[src/rtl/stripe_mode_sequencer.sv]
// stripe_mode_sequencer
//   Owns the address-stripe mode register (0 linear, 1 512 KiB, 2 1 MiB) that
//   drives the stripe remap block. A soft-register mode write closes AR/AW
//   admission, waits for all outstanding reads/writes to complete, switches
//   the mode for one cycle, then reopens admission.
// Ports
//   clk, rst            clock, synchronous active-high reset
//   sr_req_*            soft-register request (valid, is_write, addr, data)
//   sr_resp_valid/data  status read response, one cycle after the read
//   m_ar*/s_ar*         upstream/downstream AR handshake (gated pass-through)
//   m_aw*/s_aw*         upstream/downstream AW handshake (gated pass-through)
//   rvalid/rready/rlast R channel observation (read completion on rlast)
//   bvalid/bready       B channel observation (write completion)
//   mode                current stripe mode to the remap block
module stripe_mode_sequencer #(
  parameter logic [1:0]  INIT_MODE    = 2'd0,
  parameter logic [31:0] SR_ADDR      = 32'h30,
  parameter logic [31:0] SR_STAT_ADDR = 32'h38,
  parameter int unsigned CNT_W        = 8
) (
  input  logic        clk,
  input  logic        rst,
  input  logic        sr_req_valid,
  input  logic        sr_req_is_write,
  input  logic [31:0] sr_req_addr,
  input  logic [63:0] sr_req_data,
  output logic        sr_resp_valid,
  output logic [63:0] sr_resp_data,
  input  logic        m_arvalid,
  output logic        m_arready,
  output logic        s_arvalid,
  input  logic        s_arready,
  input  logic        m_awvalid,
  output logic        m_awready,
  output logic        s_awvalid,
  input  logic        s_awready,
  input  logic        rvalid,
  input  logic        rready,
  input  logic        rlast,
  input  logic        bvalid,
  input  logic        bready,
  output logic [1:0]  mode
);

  typedef enum logic [1:0] {
    ST_RUN    = 2'd0,
    ST_DRAIN  = 2'd1,
    ST_SWITCH = 2'd2
  } state_t;

  localparam logic [CNT_W-1:0] CNT_ONE = {{(CNT_W-1){1'b0}}, 1'b1};
  localparam logic [CNT_W-1:0] CNT_MAX = '1;

  state_t           r_state;
  state_t           w_state_nxt;
  logic [1:0]       r_mode;
  logic [1:0]       r_pend;
  logic             r_err;
  logic [CNT_W-1:0] r_rd_cnt;
  logic [CNT_W-1:0] r_wr_cnt;
  logic             r_ar_inflight;
  logic             r_aw_inflight;
  logic             r_resp_valid;
  logic [63:0]      r_resp_data;

  logic             w_mode_wr;
  logic             w_mode_bad;
  logic             w_mode_ok;
  logic [1:0]       w_wr_val;
  logic             w_stat_rd;
  logic             w_ar_open;
  logic             w_aw_open;
  logic             w_ar_hs;
  logic             w_aw_hs;
  logic             w_rd_done;
  logic             w_wr_done;
  logic             w_quiet;
  logic [7:0]       w_rd8;
  logic [7:0]       w_wr8;

  assign w_mode_wr  = sr_req_valid & sr_req_is_write & (sr_req_addr == SR_ADDR);
  assign w_mode_bad = (sr_req_data[1:0] == 2'd3) | (|sr_req_data[63:2]);
  assign w_mode_ok  = w_mode_wr & ~w_mode_bad;
  assign w_wr_val   = sr_req_data[1:0];
  assign w_stat_rd  = sr_req_valid & ~sr_req_is_write & (sr_req_addr == SR_STAT_ADDR);

  assign w_ar_hs    = s_arvalid & s_arready;
  assign w_aw_hs    = s_awvalid & s_awready;
  assign w_rd_done  = rvalid & rready & rlast;
  assign w_wr_done  = bvalid & bready;
  assign w_quiet    = (r_rd_cnt == '0) & (r_wr_cnt == '0) & ~r_ar_inflight & ~r_aw_inflight;

  assign w_rd8      = 8'(r_rd_cnt);
  assign w_wr8      = 8'(r_wr_cnt);

  always_ff @(posedge clk) begin
    if (rst) r_state <= ST_RUN;
    else     r_state <= w_state_nxt;
  end

  // A presented-but-unaccepted request keeps its gate open in every state,
  // so valid is never withdrawn once it has been driven downstream.
  always_comb begin
    w_state_nxt = r_state;
    w_ar_open   = r_ar_inflight;
    w_aw_open   = r_aw_inflight;
    case (r_state)
      ST_RUN: begin
        if (r_rd_cnt != CNT_MAX) w_ar_open = 1'b1;
        if (r_wr_cnt != CNT_MAX) w_aw_open = 1'b1;
        if (w_mode_ok && (w_wr_val != r_mode)) w_state_nxt = ST_DRAIN;
      end
      ST_DRAIN: begin
        if (w_quiet) w_state_nxt = ST_SWITCH;
      end
      ST_SWITCH: begin
        w_state_nxt = ST_RUN;
      end
      default: begin
        w_state_nxt = ST_RUN;
      end
    endcase
    s_arvalid = m_arvalid & w_ar_open;
    m_arready = s_arready & w_ar_open;
    s_awvalid = m_awvalid & w_aw_open;
    m_awready = s_awready & w_aw_open;
  end

  always_ff @(posedge clk) begin
    if (rst) begin
      r_mode        <= INIT_MODE;
      r_pend        <= INIT_MODE;
      r_err         <= 1'b0;
      r_rd_cnt      <= '0;
      r_wr_cnt      <= '0;
      r_ar_inflight <= 1'b0;
      r_aw_inflight <= 1'b0;
      r_resp_valid  <= 1'b0;
      r_resp_data   <= '0;
    end else begin
      // Nothing can be outstanding in SWITCH, so a write landing there is
      // applied directly instead of being stranded in the pending register.
      if (r_state == ST_SWITCH) r_mode <= w_mode_ok ? w_wr_val : r_pend;
      if (w_mode_ok) r_pend <= w_wr_val;

      if (w_mode_wr && w_mode_bad) r_err <= 1'b1;
      else if (w_stat_rd)          r_err <= 1'b0;

      if (w_ar_hs && !w_rd_done)      r_rd_cnt <= r_rd_cnt + CNT_ONE;
      else if (!w_ar_hs && w_rd_done) r_rd_cnt <= r_rd_cnt - CNT_ONE;

      if (w_aw_hs && !w_wr_done)      r_wr_cnt <= r_wr_cnt + CNT_ONE;
      else if (!w_aw_hs && w_wr_done) r_wr_cnt <= r_wr_cnt - CNT_ONE;

      r_ar_inflight <= s_arvalid & ~s_arready;
      r_aw_inflight <= s_awvalid & ~s_awready;

      r_resp_valid <= w_stat_rd;
      if (w_stat_rd) begin
        r_resp_data <= {33'h0, w_wr8, w_rd8, 9'h0, r_err,
                        (r_state != ST_RUN), r_pend, r_mode};
      end
    end
  end

  assign sr_resp_valid = r_resp_valid;
  assign sr_resp_data  = r_resp_data;
  assign mode          = r_mode;

endmodule

[config.mk]
export PLATFORM = sky130hd
export DESIGN_NAME = stripe_mode_sequencer
export DESIGN_NICKNAME = d
export VERILOG_FILES = /design/src/rtl/stripe_mode_sequencer.sv
export SDC_FILE = /design/constraint.sdc
export NUM_CORES = 1
export LEC_CHECK = 0
export BUFFER_PORTS_ARGS = -buffer_cell sky130_fd_sc_hd__buf_2
export CORE_ASPECT_RATIO = 2
export CORE_MARGIN = 5
export CORE_UTILIZATION = 44
export CTS_CLUSTER_SIZE = 40
export DETAILED_ROUTE_END_ITERATION = 16
export PLACE_DENSITY_LB_ADDON = 0.15
export SLEW_MARGIN = 20
export SYNTH_ARGS = -nofsm -noshare
export SYNTH_HDL_FRONTEND = slang
export SYNTH_SLANG_ARGS = --single-unit
export TNS_END_PERCENT = 10
[constraint.sdc]
create_clock -name clk -period 3.4 [get_ports clk]
set_input_delay 0 -clock clk [delete_from_list [all_inputs] [get_ports clk]]
set_output_delay 0 -clock clk [all_outputs]
set_load 0.03 [all_outputs]
Yosys cells after proc, flatten, opt, wreduce, memory -nomap -nowiden
Cells that the tools add are included.
Widths: inputs -> output; s select.
{"block": "op_classes", "n_mux": 14, "addsub": 4, "eq_ne": 10, "n_bitwise": 26, "n_reduce_logical": 19}
{"operator": "$eq 32x6->1 const B", "count": 2}
{"operator": "$reduce_or 62->1", "count": 1}
{"operator": "$mux 8", "count": 4}
{"operator": "$and 1x1->1", "count": 19}
{"operator": "$add 8x1->8 const B", "count": 2}
{"operator": "$logic_not 8->1", "count": 2}
{"operator": "$ne 8x8->1 const B", "count": 2}
{"operator": "$sub 8x1->8 const B", "count": 2}
{"operator": "$reduce_bool 2->1", "count": 4}
{"operator": "$logic_and 1x1->1", "count": 6}
{"operator": "$mux 1", "count": 6}
{"operator": "$mux 2", "count": 3}
{"operator": "$not 1->1", "count": 6}
{"operator": "$eq 2x2->1 const B", "count": 2}
{"operator": "$logic_not 1->1", "count": 4}
{"operator": "$ne 2x2->1 const B", "count": 2}
{"operator": "$pmux 2 s2", "count": 1}
{"operator": "$eq 2x1->1 const B", "count": 1}
{"operator": "$logic_not 2->1", "count": 1}
{"operator": "$ne 2x2->1", "count": 1}
{"operator": "$reduce_and 2->1", "count": 1}
{"operator": "$or 1x1->1", "count": 1}
{"block": "totals", "inputBits": 109, "regBits": 48, "output_inout_bits": 71, "wordCells": 83}

Logic depth before layout (Yosys ltp)
Gate-level depths: netlist (run 1).
{"block": "depth", "word_depth": 9, "mapped_depth": 12, "mapped_depth_nobuf": 12}

Least setup slack after synthesis (run 1)
OpenSTA, ideal clock, no wires.
{"block": "synth_path", "path_kind": "reg-to-reg", "startpoint": "register r_rd_cnt[0]", "endpoint": "register r_rd_cnt[7]", "setup_time_ps": 121, "stages_incl_launch_ff": 12, "n_path_buf": 0, "t_arrival_ps": 2536, "slack_ps": 744, "synth_period_minus_slack_ps": 2656, "path_cell_list": "dfxtp_1 -> nand4_1 -> o21ai_0 -> nand2b_1 -> and3_1 -> ha_1 -> inv_1 -> ha_1 -> or3_1 -> o211ai_1 -> mux2i_1 -> mux2_2"}
{"block": "synth_via", "elab_chain_cells": 8, "elab_cells_between_ends": 13, "classes_between": "add/sub: 2; eq/ne: 1; mux: 4; bitwise: 2; reduce/logical: 4"}
{"item": "from (decl)", "line_no": "59", "rtl": "logic [CNT_W-1:0] r_rd_cnt;"}
{"item": "from (signal assigned)", "line_no": "149", "rtl": "if (w_ar_hs && !w_rd_done) r_rd_cnt <= r_rd_cnt + CNT_ONE;"}
{"item": "from (signal assigned)", "line_no": "150", "rtl": "else if (!w_ar_hs && w_rd_done) r_rd_cnt <= r_rd_cnt - CNT_ONE;"}
{"item": "$ne 8x8->1", "line_no": "109", "rtl": "if (r_rd_cnt != CNT_MAX) w_ar_open = 1'b1;"}
{"item": "$mux 1", "line_no": "109"}
{"item": "$mux 1", "line_no": "107", "rtl": "case (r_state)"}
{"item": "$and 1x1->1", "line_no": "123", "rtl": "s_arvalid = m_arvalid & w_ar_open;"}
{"item": "$and 1x1->1", "line_no": "87", "rtl": "assign w_ar_hs = s_arvalid & s_arready;"}
{"item": "$logic_not 1->1", "line_no": "150"}
{"item": "$logic_and 1x1->1", "line_no": "150"}
{"item": "$reduce_bool 2->1 (no source line)"}
Parallel ways exist; a longest one is shown, timed or not. The select of a mux whose other input is x is not followed.
A chain may end at the register's enable or synchronous reset.

Worst setup path after layout (run 1)
{"block": "layout_path", "startpoint": "register r_wr_cnt[0]", "endpoint": "register r_wr_cnt[7]"}
{"block": "layout_via", "elab_chain_cells": 8, "elab_cells_between_ends": 13, "classes_between": "add/sub: 2; eq/ne: 1; mux: 4; bitwise: 2; reduce/logical: 4"}
{"item": "from (decl)", "line_no": "60", "rtl": "logic [CNT_W-1:0] r_wr_cnt;"}
{"item": "from (signal assigned)", "line_no": "152", "rtl": "if (w_aw_hs && !w_wr_done) r_wr_cnt <= r_wr_cnt + CNT_ONE;"}
{"item": "from (signal assigned)", "line_no": "153", "rtl": "else if (!w_aw_hs && w_wr_done) r_wr_cnt <= r_wr_cnt - CNT_ONE;"}
{"item": "$ne 8x8->1", "line_no": "110", "rtl": "if (r_wr_cnt != CNT_MAX) w_aw_open = 1'b1;"}
{"item": "$mux 1", "line_no": "110"}
{"item": "$mux 1", "line_no": "107"}
{"item": "$and 1x1->1", "line_no": "125", "rtl": "s_awvalid = m_awvalid & w_aw_open;"}
{"item": "$and 1x1->1", "line_no": "88", "rtl": "assign w_aw_hs = s_awvalid & s_awready;"}
{"item": "$logic_not 1->1", "line_no": "153"}
{"item": "$logic_and 1x1->1", "line_no": "153"}
{"item": "$reduce_bool 2->1 (no source line)"}
Parallel ways exist; a longest one is shown, timed or not. The select of a mux whose other input is x is not followed.

==> summary.md, run 1 <==
| Metric | Value |
|---|---|
| Psw | 0.0005912 W |
| P_int | 0.001121 W |
| PwrDens | 443.5 nW/um^2 |
| Switching Fraction | 0.3453 |
| Vias in the first global route | 3091 |
| Peak VDD IR | 0.2486 mV |
| H-tree depth | 2 |
| Crit Reg-Reg Endpoint | r_wr_cnt[7]$_SDFFE_PP0P_ |
| Worst-Skew Late Latency | 0.29 ns |
| Global placement routability congestion | 0.9182 |
| # rows | 43 |
| GR Util met1 | 0.1935 |
| EDFF count, synth | 0 |
| Yosys Warn Count | 0 |
| DRC | 0 |
| Worst Path Arrival | 3.16 ns |
| Routed WL | 8.712 mm |
| CP dominant cell by count | ha_1 |
| Routed vias | 2986 |
| Most frequent cells in the layout | buf_2 (137), dfxtp_1 (48), nor2_1 (43), conb_1 (42), mux2i_1 (29) |
| Total power | 0.001712 W |
| TNS Setup | 0 ns |
| Dpl hpwl | 7.327 mm |
| Reg-to-reg setup timing slack | 0.43 ns |
| Final #Nets | 616 |
| Asr flop ratio synth | 0 |
| Initial DRC Count | 118 |
| Met2 usage | 0.3671 |
| Post-CTS setup repair buffer count | 0 |
| Critical path class | flop to flop |
| Post-synthesis cell count | 352 |
| GRT busiest layer | met2 |
| CP Cell Sequence | nand4_1 -> o21ai_0 -> nand2b_1 -> and3_1 -> ha_1 -> inv_1 -> ha_1 -> a21oi_1 -> o2111ai_1 -> o211ai_1 -> mux2i_1 -> mux2_2 |
| Min-delay worst type | input pin to flop |
| Worst-path fanout max | 8 |
| GRT Util Overall | 0.1915 |
| Share of power burned in registers | 0.387 |
| Commonest non-fill, non-tap cell in the layout | buf_2 |
| Top FF cell, synth | dfxtp_1 |
| Num CTS Buffers | 5 |
| Vias per cell | 5.131 |
| Reg2reg path depth | 12 |
| Synth top area cells | dfxtp_1 (31%), buf_4 (10%), mux2i_1 (9.4%) |
| XOR/XNOR Fraction of Synth Area | 0.02844 |
| Placed Instances | 572 |
| Adder-cell area share of the yosys netlist | 0.06989 |
| Largest family of logic cells by synthesized area | simple AND/OR/NAND/NOR gates |
| Largest net degree at the start of global routing | 27 |
| # clock sinks | 48 |
| CP endpoint kind | flop |
| Detailed Routing Iterations Pass 1 | 4 |
| Mux share of post-synthesis cell area | 0.1016 |
| Slew margin rel. | 0.5200 |
| IO Pins | 180 |
| Synth cell types | 47 |
| Startpoint Class | flop |
| Post-synthesis simple-gate area fraction | 0.2682 |
| Global-route wire length before repair | 13.82 mm |
| Post-route ant nets | 0 |
| Hold EP | r_pend[1]$_SDFF_PP0_ |
| Gr ovfl total | 0 |
| Final hold vios | 0 |
| Hold Path Stages | 3 |
| CP required | 3.59 ns |
| Clock transition at the registers of the reported paths | 0.07 ns |
| Reg2reg start | r_wr_cnt[0]$_SDFFE_PP0P_ |
| # diodes | 0 |
| Worst path slowest cell | dfxtp_1 |
| Wire per inst | 14.97 microns |
| Min Tclk post-route | 2.974 ns |
| Synthesized cell area | 3079 sq um |
| CTS tree | yes |
| Post-Layout Cell Count | 582 |
| CP delay by family, top | compound AO/OA/AOI/OAI gates |
| Setup-failing EPs final | 0 |
| Die area | 8873 sq um |
| Clk pwr share | 0.299 |
| Bufs on Longest Clock Path | 2 |
| Mean Syn Cell Area | 8.748 sq um |
| Post-synthesis sequential area ratio | 0.3121 |
| Final period util | 0.8748 |
| Max-Cap Viols | 0 |
| Max incr delay on CP | 0.46 ns |
| Comb pwr share | 0.314 |
| Synth Area in Compound Gates | 0.08452 |
| WP buf/inv | 1 |
| Layout Area Growth over Synthesis | 25.40% |
| Placed Instance Area | 3690 sq um |
| Die height | 128.3 microns |
| Layout cells sized above 1 | 0.3211 |
| Top-area cell type share of the netlist area | 0.3121 |
| Die W | 69.16 microns |
| Fmax | 336.2 MHz |
| Clk root buf | clkbuf_16 |
| Core ar. | 6887 sq um |
| Worst hold path startpoint | sr_req_data[1] |
| Post-route cell area | 3861 sq um |
| GR Util met3 | 0.05102 |
| Unrepaired setup endpoints after global routing | no |
| Starting Density | 0.4471 |
| Worst-Margin Slew | 0.7134 ns |
| Initial antenna violation count | 0 |
| Flops & latches, synth | 48 |
| Port bufs | 137 |
| Leakage | 1.790 nW |
| Status | finished clean |
| Area leader, netlist | dfxtp_1 |
| Worst Skew | 0.005312 ns |
| Slew Viols, Final | 0 |
[synth_stat cells, types with 3 or more instances]
library cell,n
nor2b_1,6
o211ai_1,4
nor2_1,43
xnor2_1,3
and2_1,4
mux2i_1,29
a21oi_1,11
nor4_1,25
nor3b_1,3
inv_1,13
nor3_1,6
buf_4,42
nand3_1,10
ha_1,14
nand2b_1,4
nor4_2,4
clkbuf_1,4
buf_1,3
nand4_1,10
xor2_1,7
nor4b_1,4
a31oi_1,4
nand2_1,5
o21ai_0,8
and3_1,3
or3_1,3
dfxtp_1,48
o2111ai_1,5
or4_1,3
[logic make-up (layout without fill, tap and decap cells)]
group / count (synthesis) / count (layout)
flops: 48 / 48
mux: 31 / 31
other cells: 1 / 42
simple gates: 141 / 141
fa+ha+maj: 16 / 16
buf+inv: 64 / 163
compound gates: 41 / 41
xor+xnor: 10 / 10
[final cells by class]
class | count | area, sq um
tap | 90 | 112.6
fill | 710 | 3025
sequential | 48 | 960.9
inverter | 13 | 48.80
multi-input combinational | 281 | 1859
clock inverter | 3 | 26.28
timing repair buffer | 142 | 728.2
clock buffer | 5 | 125.1
[state kept, by name, summed over array words and instances (netlist names)]
| register | flops |
|---|---|
| r_ar_inflight | 1 |
| r_state | 2 |
| r_rd_cnt | 8 |
| r_aw_inflight | 1 |
| r_pend | 2 |
| r_wr_cnt | 8 |
| r_err | 1 |
| sr_resp_valid | 1 |
| sr_resp_data | 22 |
| mode | 2 |
[how the worst max path moves through the flow]
stage                              from  slack, ns                  endpoint  cells after the start
5_1_grt        r_rd_cnt[6]$_SDFFE_PP0P_       0.07  r_rd_cnt[4]$_SDFFE_PP0P_                     12
2_1_floorplan  r_rd_cnt[0]$_SDFFE_PP0P_       0.74  r_rd_cnt[7]$_SDFFE_PP0P_                     11
3_3_place_gp   r_wr_cnt[4]$_SDFFE_PP0P_       0.51  r_wr_cnt[7]$_SDFFE_PP0P_                     12
4_1_cts        r_wr_cnt[0]$_SDFFE_PP0P_       0.43  r_wr_cnt[7]$_SDFFE_PP0P_                     12
6_report       r_wr_cnt[0]$_SDFFE_PP0P_       0.43  r_wr_cnt[7]$_SDFFE_PP0P_                     12
3_5_place_dp   r_rd_cnt[6]$_SDFFE_PP0P_       0.46  r_rd_cnt[7]$_SDFFE_PP0P_                     11
[power groups by stage]
| stage | combinational [W] | sequential [W] | clock (W) |
|---|---|---|---|
| 6_report | 0.000538 | 0.000663 | 0.000512 |
| 2_1_floorplan | 0.000430 | 0.000656 | 0 |
| 3_5_place_dp | 0.000529 | 0.000675 | 0 |
| 3_3_place_gp | 0.000524 | 0.000672 | 0 |
| 5_1_grt | 0.000595 | 0.000670 | 0.000543 |
| 4_1_cts | 0.000535 | 0.000663 | 0.000523 |
[worst register-to-register path, cell delays in order, from the launching register on]
cell and delay [ns]:
dfxtp_1 0.46, nand4_1 0.11, o21ai_0 0.18, nand2b_1 0.10
and3_1 0.19, ha_1 0.20, inv_1 0.21, ha_1 0.29
a21oi_1 0.26, o2111ai_1 0.16, o211ai_1 0.14, mux2i_1 0.22
mux2_2 0.34
[per-stage QoR]
step                      hold WS (ns)    util  worst slack [ns]
after floorplan                0.07615       -            0.7436
after global placement          0.1893  0.5358            0.5085
after detailed placement        0.1881  0.5358            0.4631
after CTS                      0.01042  0.5607            0.4273
after global routing           0.03906  0.5607           0.06771
final                          0.01658  0.5607            0.4257
[routing by layer]
metal  wire, microns  vias to the layer above
met3             797                       16
li1                -                     1479
met4             170                        0
met1            3010                     1330
met2            4733                      161
met5               0                        -
[what timing repair did]
| action | CTS | global route |
|---|---|---|
| hold buffers | 2 | 0 |
| setup endpoints to repair | 0 | 0 |
| hold endpoints to repair | 2 | 0 |
| resized for setup | 0 | 0 |
(Power assumes the default switching activity.)
==> run 2, diff against run 1 <==
Settings changed: ABC_AREA from default to 1, CORE_UTILIZATION 44 to 45.
==> run 2 against run 1 <==
Synthesized cell count grew 41%. Register-to-register slack gained 0.15 ns. Design area grew 4.9%. Sequential share of layout area shrank 1.2 points. Non-clock buffer count shrank 1. Cell count grew 25%. Critical path depth grew 3. Critical endpoint is now r_wr_cnt[5]$_SDFFE_PP0P_. Largest power group unchanged. Clock skew shrank 0.0015 ns. Combinational power shrank 18%. Die area grew 3.8%. Maximum frequency grew 5.3%.
==> summary.md, run 2 <==
| Metric | Value |
|---|---|
| Flops & latches, synth | 48 |
| Critical path class | flop to flop |
| Min Tclk post-route | 2.824 ns |
| Die W | 70.42 microns |
| Worst-Margin Slew | 0.7781 ns |
| Die area | 9214 sq um |
| Vias in the first global route | 3238 |
| # rows | 44 |
| # diodes | 0 |
| Share of power burned in registers | 0.402 |
| Dpl hpwl | 7.165 mm |
| Post-synthesis cell count | 497 |
| Setup WS pre-CTS | 0.5981 ns |
| Most frequent cells in the layout | buf_2 (137), inv_1 (88), nand2_1 (84), nor2_1 (70), dfxtp_1 (48) |
| Initial DRC Count | 175 |
| Leakage | 2.165 nW |
| Final WS setup | 0.5762 ns |
| PostCTS Resize Cnt | 0 |
| Global-route wire length before repair | 13.88 mm |
| Clk root buf | clkbuf_16 |
| Routed WL | 8.636 mm |
| Startpoint Class | flop |
| Gr ovfl total | 0 |
| Clock transition at the registers of the reported paths | 0.07 ns |
| Die height | 130.8 microns |
| Global placement routability congestion | 0.8955 |
| Final period util | 0.8305 |
| Vias per cell | 4.602 |
| Synth top area cells | dfxtp_1 (29%), inv_1 (10%), buf_4 (9.8%) |
| DRC | 0 |
| Slew margin rel. | 0.4807 |
| Core ar. | 7212 sq um |
| Worst-path fanout max | 7 |
| Placed Instance Area | 3857 sq um |
| TNS Setup | 0 ns |
| Min-delay worst type | input pin to flop |
| Synth cell types | 33 |
| Mean Syn Cell Area | 6.611 sq um |
| Initial antenna violation count | 0 |
| CP endpoint kind | flop |
| Max-Cap Viols | 0 |
| Worst Path Arrival | 3.00 ns |
| Top-area cell type share of the netlist area | 0.2925 |
| Post-route cell area | 4051 sq um |
| Count leader, synth | inv_1 |
| P_int | 0.001050 W |
| Worst Skew | 0.003793 ns |
| Largest net degree at the start of global routing | 47 |
| IO Pins | 180 |
| Post-synthesis sequential area ratio | 0.2925 |
| Bufs on Longest Clock Path | 2 |
| Layout cells sized above 1 | 0.2484 |
| Top FF cell, synth | dfxtp_1 |
| Slew Viols, Final | 0 |
| Worst-Skew Late Latency | 0.29 ns |
| Num CTS Buffers | 5 |
| H-tree depth | 2 |
| PwrDens | 390.1 nW/um^2 |
| Fmax | 354.1 MHz |
| Final #Nets | 760 |
| Switching Fraction | 0.3353 |
| Setup-failing EPs final | 0 |
| Comb pwr share | 0.278 |
| Yosys Warn Count | 0 |
| Synth top cells by count | inv_1 (88), nand2_1 (84), nor2_1 (70) |
| Synthesized cell area | 3286 sq um |
| FILL cells | 755 |
| Clk pwr share | 0.320 |
| Area leader, netlist | dfxtp_1 |
| Max reg flops | 22 |
| # clock sinks | 48 |
| Unrepaired setup endpoints after global routing | no |
| Final hold vios | 0 |
| Starting Density | 0.4556 |
| Peak VDD IR | 0.1964 mV |
| CTS tree | yes |
| Routed vias | 3350 |
| GRT Util Overall | 0.1831 |
| Layout Area Growth over Synthesis | 23.31% |
| Port bufs | 137 |
| Wire per inst | 11.86 microns |
| Post-route ant nets | 0 |
| CP required | 3.58 ns |
| EDFF count, synth | 0 |
| Detailed Routing Iterations Pass 1 | 4 |
| Status | finished clean |
| Reg-to-reg setup timing slack | 0.58 ns |
| Commonest non-fill, non-tap cell in the layout | buf_2 |
| Asr flop ratio synth | 0 |
| Psw | 0.0005298 W |
[run 2: cell types whose count changed in the layout (fill, tap and decap cells not counted), sizes merged, moves of 25 or more]
cell	previous run	this run
nand2	6	84
inv	15	88
a21oi	11	44
nor2	43	73
mux2i	29	0
o21ai	9	38
nor4	29	4
[run 2: cells by family after synthesis]
group,count (synthesis),synth area share
buffers and inverters,140,0.2182
AO/OA/AOI/OAI,89,0.1447
AND/OR/NAND/NOR,195,0.2567
adder cells (fa/ha/maj),16,0.06550
XOR/XNOR,8,0.02133
other,1,0.001141
flip-flops,48,0.2925
[run 2: layout make-up]
class / count / area (sq um) / share of cell area
clock buffers: 6 / 138.9 / 0.03428
clock inverters: 2 / 15.01 / 0.003706
inverters: 89 / 334.1 / 0.08246
multi-input cells: 350 / 1762 / 0.4348
flip-flops and latches: 48 / 960.9 / 0.2372
well taps: 92 / 115.1 / 0.02841
repair buffers: 141 / 725.7 / 0.1791
[run 2: through the flow]
| step | cells | hold WS, ns | total power (W) | utilization |
|---|---|---|---|---|
| 3_5_place_dp | 716 | 0.1889 | 0.001082 | 0.5349 |
| 6_report | 728 | 0.02053 | 0.001580 | 0.5618 |
| 4_1_cts | 728 | 0.008476 | 0.001592 | 0.5618 |
| 5_1_grt | 728 | 0.03653 | 0.001676 | 0.5618 |
| 2_1_floorplan | 538 | 0.07931 | 0.0009817 | - |
| 3_3_place_gp | 716 | 0.1839 | 0.001079 | 0.5349 |
[run 2: layer usage]
| layer | GRT usage | part of all wire |
|---|---|---|
| met1 | 0.1847 | 0.37 |
| met2 | 0.3547 | 0.53 |
| met3 | 0.04288 | 0.077 |
| met4 | 0.07223 | 0.025 |
| met5 | 0 | 0 |
[run 2: path summary, 6_finish.rpt]
| path | to | start | cells after the start |
|---|---|---|---|
| hold reg to reg | sr_resp_data[19]$_SDFFE_PP0P_ | sr_resp_data[19]$_SDFFE_PP0P_ | 2 |
| setup reg to reg | r_wr_cnt[5]$_SDFFE_PP0P_ | r_wr_cnt[0]$_SDFFE_PP0P_ | 15 |
| setup / recovery | r_wr_cnt[5]$_SDFFE_PP0P_ | r_wr_cnt[0]$_SDFFE_PP0P_ | 15 |
| hold / removal | r_pend[1]$_SDFF_PP0_ | sr_req_data[1] | 3 |
[run 2: repair_timing]
| action | 4_1_cts | 5_1_grt |
|---|---|---|
| setup buffers | 0 | 0 |
| hold endpoints to repair | 2 | 0 |
| hold buffers | 4 | 0 |
[run 2: power by group through the flow]
stage	logic (W)	clock network, W	registers (W)
floorplan	0.000352	0	0.000630
global placement	0.000432	0	0.000647
detailed placement	0.000433	0	0.000649
CTS	0.000439	0.000518	0.000636
global route	0.000499	0.000537	0.000641
finish	0.000439	0.000506	0.000636
[run 2: worst max-delay path, cell delays in order (launching register included)]
cell      delay [ns]
dfxtp_1         0.49
nand4_1         0.11
or2_2           0.29
a21o_1          0.17
nand2_1         0.10
nor2_1          0.05
ha_1            0.21
inv_1           0.20
ha_1            0.32
a21oi_1         0.14
nand2_1         0.11
a21oi_1         0.18
or2_0           0.13
nand3_1         0.07
o211ai_1        0.09
inv_1           0.05
==> run 3, diff against run 2 <==
Clock period 3.4 ns to 2.9 ns, I/O delays scaled along.
==> run 3 against run 2 <==
Design area up 3.1%. Highest routed layer unchanged. Via count up 0.69%. Flip-flop and latch count unchanged. Sequential power up 14%. Critical path depth up 3. First-iteration DRC count down 46%. Register-to-register slack worse by 0.28 ns. Hold slack worse by 0.0041 ns.
==> summary.md, run 3 (synthesized netlist as in run 2, its figures left out) <==
| Metric | Value |
|---|---|
| CP required | 3.08 ns |
| Vias in the first global route | 3224 |
| Detailed Routing Iterations Pass 1 | 6 |
| Bufs on Longest Clock Path | 2 |
| Worst hold path startpoint | sr_req_data[0] |
| Routed WL | 8.794 mm |
| Startpoint Class | flop |
| Clk pwr share | 0.368 |
| Slew Viols, Final | 0 |
| Post-route ant nets | 0 |
| Comb pwr share | 0.277 |
| Worst-path fanout max | 6 |
| Worst Skew | 0.007471 ns |
| Worst-Skew Late Latency | 0.29 ns |
| Final period util | 0.8979 |
| Num CTS Buffers | 5 |
| Final hold vios | 0 |
| # clock sinks | 48 |
| CP Launch Point | r_rd_cnt[1]$_SDFFE_PP0P_ |
| Share of power burned in registers | 0.355 |
| Reg2reg start | r_rd_cnt[1]$_SDFFE_PP0P_ |
| Global placement routability congestion | 0.8900 |
| Initial DRC Count | 95 |
| Die W | 70.42 microns |
| CP endpoint kind | flop |
| Post-CTS setup repair buffer count | 0 |
| Port bufs | 137 |
| Setup-failing EPs final | 0 |
| H-tree depth | 2 |
| Hold_ws | 0.01642 ns |
| Max-Cap Viols | 0 |
| Clock transition at the registers of the reported paths | 0.06 ns |
| Reg-to-reg setup timing slack | 0.30 ns |
| Status | finished clean |
| GRT Util Overall | 0.1886 |
| Dpl hpwl | 7.351 mm |
| TNS Setup | 0 ns |
| Switching Fraction | 0.3081 |
| Slew margin rel. | 0.4698 |
| Layout cells sized above 1 | 0.2674 |
| P_int | 0.001410 W |
| Layout Area Growth over Synthesis | 27.11% |
| Unrepaired setup endpoints after global routing | no |
| Routed vias | 3373 |
| Min Tclk post-route | 2.604 ns |
| Peak VDD IR | 0.2314 mV |
| CTS tree | yes |
| Critical path class | flop to flop |
| Fmax | 384.1 MHz |
| Psw | 0.0006278 W |
| # diodes | 0 |
| Most frequent cells in the layout | buf_2 (137), inv_1 (86), nand2_1 (84), nor2_1 (70), dfxtp_1 (46) |
| Gr ovfl total | 0 |
| Worst-Margin Slew | 0.7944 ns |
| Die height | 130.8 microns |
| Worst Path Arrival | 2.79 ns |
| Die area | 9214 sq um |
| Final #Nets | 771 |
| Global-route wire length before repair | 13.99 mm |
| Commonest non-fill, non-tap cell in the layout | buf_2 |
| DRC | 0 |
| Vias per cell | 4.564 |
| PwrDens | 487.9 nW/um^2 |
| Max reg flops | 22 |
| Largest net degree at the start of global routing | 47 |
| Wire per inst | 11.90 microns |
| # rows | 44 |
| IO Pins | 180 |
| Core ar. | 7212 sq um |
| Min-delay worst type | input pin to flop |
| Starting Density | 0.4556 |
| Initial antenna violation count | 0 |
| Clk root buf | clkbuf_16 |
| Leakage | 2.246 nW |
run 3: cell types whose count changed in the layout (fill, tap and decap cells not counted), sizes merged:
cell	delta
buf	+11
bufinv	+2
clkinvlp	-2
clkbuf	-1
inv	+1
run 3: cell type report:
| cell class | count | area [sq um] |
|---|---|---|
| fill | 741 | 3035 |
| multi-input combinational | 350 | 1762 |
| sequential | 48 | 963.4 |
| timing repair buffer | 152 | 808.3 |
| inverter | 89 | 334.1 |
| clock buffer | 5 | 125.1 |
| tap | 92 | 115.1 |
| clock inverter | 3 | 68.82 |
run 3: path summary, 6_finish.rpt:
kind,endpoint,depth (start not counted)
max,r_rd_cnt[6]$_SDFFE_PP0P_,18
min,r_pend[0]$_SDFF_PP0_,3
max reg2reg,r_rd_cnt[6]$_SDFFE_PP0P_,18
min reg2reg,sr_resp_data[29]$_SDFFE_PP0P_,2
run 3: metrics by stage:
step	util	area, sq um	total power [W]	cells	setup WS (ns)
floorplan	-	3440	0.001151	538	0.3792
global placement	0.5463	3940	0.001292	727	0.2041
detailed placement	0.5463	3940	0.001298	727	0.1155
CTS	0.5788	4174	0.002053	739	0.1092
global route	0.5791	4177	0.002153	739	0.007585
finish	0.5791	4177	0.002038	739	0.2962
run 3: repair_timing:
item / in CTS / in global routing
endpoints found under the setup margin: 0 / 7
gates resized for setup: 0 / 5
hold buffers: 4 / 0
endpoints found under the hold margin: 2 / 0
run 3: layer usage:
layer | vias to the layer above | part of all wire | GRT usage
met5 | - | 0 | 0
met4 | 0 | 0.033 | 0.09368
met3 | 20 | 0.065 | 0.03446
met2 | 116 | 0.54 | 0.3630
met1 | 1464 | 0.36 | 0.1904
li1 | 1773 | - | -
run 3: power groups by stage:
stage               logic, W  clock network (W)  registers [W]
finish              0.000565           0.000749       0.000723
global route        0.000635           0.000791       0.000727
CTS                 0.000566           0.000765       0.000722
detailed placement  0.000561                  0       0.000737
global placement    0.000555                  0       0.000737
floorplan           0.000412                  0       0.000739
run 3: worst max-delay path: stages, from the launching register on:
cell and delay (ns):
dfxtp_1 0.43, nand4_1 0.12, o21ai_1 0.18, nand2_1 0.07, nand2_1 0.09, nor2_1 0.05, ha_1 0.25, inv_2 0.14
ha_1 0.30, a21oi_1 0.17, o21ai_0 0.15, nand2_1 0.09, nand2_1 0.06, nand2_1 0.06, nand2_1 0.06, nand2_1 0.06
nand2_1 0.04, o21ai_0 0.13, inv_1 0.05
